--- config.mk ---
export PLATFORM = sky130hd
export DESIGN_NAME = clk_sched
export DESIGN_NICKNAME = d
export VERILOG_FILES = /design/src/rtl/clk_sched.sv
export SDC_FILE = /design/constraint.sdc
export NUM_CORES = 1
export LEC_CHECK = 0
export BUFFER_PORTS_ARGS = -buffer_cell sky130_fd_sc_hd__buf_2
export CAP_MARGIN = 30
export CELL_PAD_IN_SITES_DETAIL_PLACEMENT = 0
export CELL_PAD_IN_SITES_GLOBAL_PLACEMENT = 1
export CORE_UTILIZATION = 44
export DETAILED_ROUTE_END_ITERATION = 16
export PLACE_DENSITY = 0.81
export SLEW_MARGIN = 20
export SYNTH_ARGS = -nofsm -noshare
export SYNTH_HDL_FRONTEND = slang
export SYNTH_SLANG_ARGS = --single-unit
--- constraint.sdc ---
create_clock -name clk -period 4.05 [get_ports clk]
set_input_delay 0.81 -clock clk [delete_from_list [all_inputs] [get_ports clk]]
set_output_delay 0.81 -clock clk [all_outputs]
set_load 0.02 [all_outputs]
--- src/rtl/clk_sched.sv ---
// Clock-enable scheduler: HALT, free-running RUN prescaler and single-step from a push button.
// Define CLK_SCHED_DEBOUNCE_EN to qualify step_btn with a DEB_CYCLES-long stability filter.
module clk_sched #(
    parameter int unsigned DEB_CYCLES = 16
) (
    input  logic        clk,
    input  logic        reset,
    input  logic [1:0]  mode,
    input  logic [4:0]  div_sel,
    input  logic        step_btn,
    output logic        cpu_en,
    output logic [31:0] tick_cnt,
    output logic [1:0]  state
);
    localparam int unsigned PRESC_W = 32;

    typedef enum logic [1:0] {
        HALT      = 2'b00,
        RUN       = 2'b01,
        STEP_WAIT = 2'b10,
        STEP_FIRE = 2'b11
    } state_t;

    state_t               st;
    logic                 sync1;
    logic                 sync2;
    logic                 qual;
    logic                 qual_d;
    logic [4:0]           div_q;
    logic [PRESC_W-1:0]   presc;
    logic [PRESC_W-1:0]   presc_max;
    logic                 div_chg;
    logic                 step_edge;
    logic                 run_fire;

    if (DEB_CYCLES == 0) begin : g_deb_check
        $error("clk_sched: DEB_CYCLES must be at least 1");
    end

    // Button synchronizer, qualified-level history and previous div_sel
    always_ff @(posedge clk) begin
        if (!reset) begin
            sync1  <= 1'b0;
            sync2  <= 1'b0;
            qual_d <= 1'b0;
            div_q  <= 5'd0;
        end else begin
            sync1  <= step_btn;
            sync2  <= sync1;
            qual_d <= qual;
            div_q  <= div_sel;
        end
    end

`ifdef CLK_SCHED_DEBOUNCE_EN
    localparam int unsigned DEB_W = $clog2(DEB_CYCLES + 1);

    logic [DEB_W-1:0] deb_cnt;

    // Qualified level rises after DEB_CYCLES consecutive high samples, drops on any low
    always_ff @(posedge clk) begin
        if (!reset) begin
            deb_cnt <= '0;
            qual    <= 1'b0;
        end else if (!sync2) begin
            deb_cnt <= '0;
            qual    <= 1'b0;
        end else if (deb_cnt == DEB_W'(DEB_CYCLES - 1)) begin
            qual    <= 1'b1;
        end else begin
            deb_cnt <= deb_cnt + DEB_W'(1);
        end
    end
`else
    assign qual = sync2;
`endif

    always_comb begin
        presc_max = ~({PRESC_W{1'b1}} << div_sel);
        div_chg   = (div_sel != div_q);
        step_edge = qual & ~qual_d;
        // div_sel 0 pulses on every RUN cycle, including the entry cycle
        run_fire  = (div_sel == 5'd0) ||
                    ((st == RUN) && !div_chg && (presc == presc_max));
    end

    // Scheduler FSM with registered enable pulse and tick counter
    always_ff @(posedge clk) begin
        if (!reset) begin
            st       <= HALT;
            cpu_en   <= 1'b0;
            tick_cnt <= 32'd0;
            presc    <= '0;
        end else begin
            cpu_en <= 1'b0;
            presc  <= '0;
            unique case (mode)
                2'b01: begin
                    st <= RUN;
                    if ((st == RUN) && !div_chg && (presc != presc_max)) begin
                        presc <= presc + PRESC_W'(1);
                    end
                    if (run_fire) begin
                        cpu_en   <= 1'b1;
                        tick_cnt <= tick_cnt + 32'd1;
                    end
                end
                2'b10: begin
                    if (st == STEP_WAIT) begin
                        if (step_edge) begin
                            st       <= STEP_FIRE;
                            cpu_en   <= 1'b1;
                            tick_cnt <= tick_cnt + 32'd1;
                        end
                    end else begin
                        st <= STEP_WAIT;
                    end
                end
                default: st <= HALT;
            endcase
        end
    end

    assign state = st;

endmodule

==> flow_metrics.tcl <==
set metrics [dict create \
    status "complete, no violations" \
    grt_pass1_vias 3979 \
    placementRows 36 \
    postCtsHoldBufs 0 \
    synth_most_common_cell "dfxtp_1" \
    leakagePower_nw 1.71 \
    startpoint_type "primary input" \
    synth_area_leaders "dfxtp_1 (34%), nor2_1 (5.5%), xnor2_1 (4.3%)" \
    ios 45 \
    syn_area_um2 4470 \
    grt_max_degree 33 \
    core_area_um2 9820 \
    num-nets-final 607 \
    clock_skew_ps 11.8 \
    dp_hpwl_mm 8.10 \
    synth_common_cells "dfxtp_1 (75), nor2_1 (65), nand2_1 (46), inv_1 (37), nand3_1 (27)" \
    max_slew.worst_pin.slew_ps 880 \
    cp.arrival_ps 3710 \
    crit_path_end_kind "flop" \
    drv_cap 0 \
    final_antenna_net_count 0 \
    period_share_pct 84.5 \
    die_x_um 103 \
    gr-total-overflow 0 \
    critPathMaxFanout 23 \
    design_area_um2 5010 \
    hold_violations 0 \
    syn_area_per_cell_um2 7.92 \
    syn_inst 564 \
    netlist.top_cell.by_area "dfxtp_1" \
    slew_headroom_pct 41.4 \
    globalplace.congestion 0.876 \
    fin_setup_tns_ps 0 \
    place_area_um2 4790 \
    grtUsageTotal_pct 23.2 \
    firstDrtPassIters 4 \
    fmax_mhz 292 \
    antenna_found_initial 0 \
    vias_per_cell 5.83 \
    ir_worst_vdd_mv 0.146 \
    hold_path.class "reg2reg" \
    post-route-min-period_ps 3420 \
    htree_levels 3 \
    diodes 0 \
    synth_top_area_share_pct 33.6 \
    drt-initial-drc-count 160 \
    area_growth_pct 12.3 \
    clkTransAtPathRegs_ps 80 \
    drive_gt1_share_pct 14.0 \
    cts_made_buffers 9 \
    grt_pass1_wl_mm 19.1 \
    cts_tree "done" \
    ys_seq_area_share_pct 33.6 \
    drc_errors 0 \
    syn_nets 578 \
    clock_latency_ps 350 \
    rsz0062_at_grt "no" \
    ys_ff_latch 75 \
    postCtsSetupBuffers 0 \
    cp.required_ps 4340 \
    yosys_warnings 0 \
    synth_edf_count 0 \
    ys_types 65 \
    ctsResizeCount 0 \
    num_vias 4264 \
    detail_route.wl_per_cell_um 16.0 \
    io_buffers 44 \
    cts_root_buf "clkbuf_8" \
    synthArstFlopShare_pct 0 \
    p_per_area_nw_per_um2 302 \
    start_util_pct 45.5 \
    clock-sinks 75 \
    crit_type "in2reg" \
    die-area_um2 10600 \
    dieHeight_um 103 \
    maxSlewViolCount 0 \
    yosys_most_used_dff "dfxtp_1" \
    setup_viol 0 \
    cts.path.max_buffers 2 \
    totalWireLength_mm 11.7 \
    worst_hold_slack_ps 447 \
]
==> critical path: stages <==
cell	delay (ps)
buf_2	230
nor2_1	280
a31oi_1	120
o311a_1	310
or4_4	500
nor4_4	340
a22oi_2	300
buf_4	260
nor4_1	330
mux2i_1	220
==> layout make-up <==
| cell class | instances | area, um^2 |
|---|---|---|
| Clock buffer | 12 | 155 |
| Inverter | 37 | 139 |
| Multi-Input combinational cell | 412 | 2650 |
| Clock inverter | 4 | 72.6 |
| Sequential cell | 75 | 1500 |
| Fill cell | 994 | 4810 |
| Timing Repair Buffer | 58 | 325 |
| Tap cell | 133 | 166 |
==> path summary, 6_finish.rpt <==
path / end / slack [ps] / startpoint / depth (start not counted)
max: tick_cnt[22]$_SDFFE_PN0P_ / 630 / div_sel[2] / 10
min: qual$_SDFF_PN0_ / 450 / sync1$_SDFF_PN0_ / 1
max reg2reg: tick_cnt[31]$_SDFFE_PN0P_ / 870 / tick_cnt[3]$_SDFFE_PN0P_ / 8
min reg2reg: qual$_SDFF_PN0_ / 450 / sync1$_SDFF_PN0_ / 1
==> metal layers <==
layer / track usage, % / wire length, um / up-vias
met3: 4.27 / 542 / 21
met2: 40.3 / 5790 / 100
met1: 27.4 / 5080 / 2043
li1: - / - / 2100
met5: 0 / 0 / -
met4: 11.8 / 280 / 0
==> stage by stage <==
step	power (W)	cells	utilization (%)	worst slack [ps]
after floorplan	0.000844	564	-	883
after global placement	0.000871	715	48.7	365
after detailed placement	0.000874	715	48.7	294
after CTS	0.00153	731	51.1	636
after global routing	0.00158	731	51.1	334
final	0.00151	731	51.1	627
==> flip-flops by register name, indices dropped and copies added (netlist names) <==
signal	cells
qual_d	1
presc	32
sync1	1
qual	1
cpu_en	1
div_q	5
state	2
tick_cnt	32
==> cells by family after synthesis <==
kind of cell / count (synthesis) / synth area share, %
compound gates: 113 / 19.1
xor+xnor: 44 / 8.63
fa+ha+maj: 4 / 1.12
buf+inv: 77 / 6.95
flops: 75 / 33.6
mux: 10 / 2.27
simple gates: 241 / 28.3
==> power breakdown <==
group          internal [W]  switching (W)  leakage (nW)
Sequential         0.000742     0.00000330         0.606
Combinational     0.0000408      0.0000711         0.992
Clock              0.000380       0.000277         0.113
==> cells in the final DEF, fill, tap and decap left out, types with 20 or more instances in the layout <==
| master | netlist | final |
|---|---|---|
| a21oi_1 | 24 | 24 |
| o41ai_1 | 21 | 21 |
| o2111ai_1 | 20 | 20 |
| inv_1 | 37 | 37 |
| xor2_1 | 22 | 22 |
| nor2_1 | 65 | 65 |
| xnor2_1 | 22 | 22 |
| nand3_1 | 27 | 27 |
| buf_2 | 8 | 44 |
| nand2_1 | 46 | 46 |
| dfxtp_1 | 75 | 75 |
(Power assumes the default switching activity.)
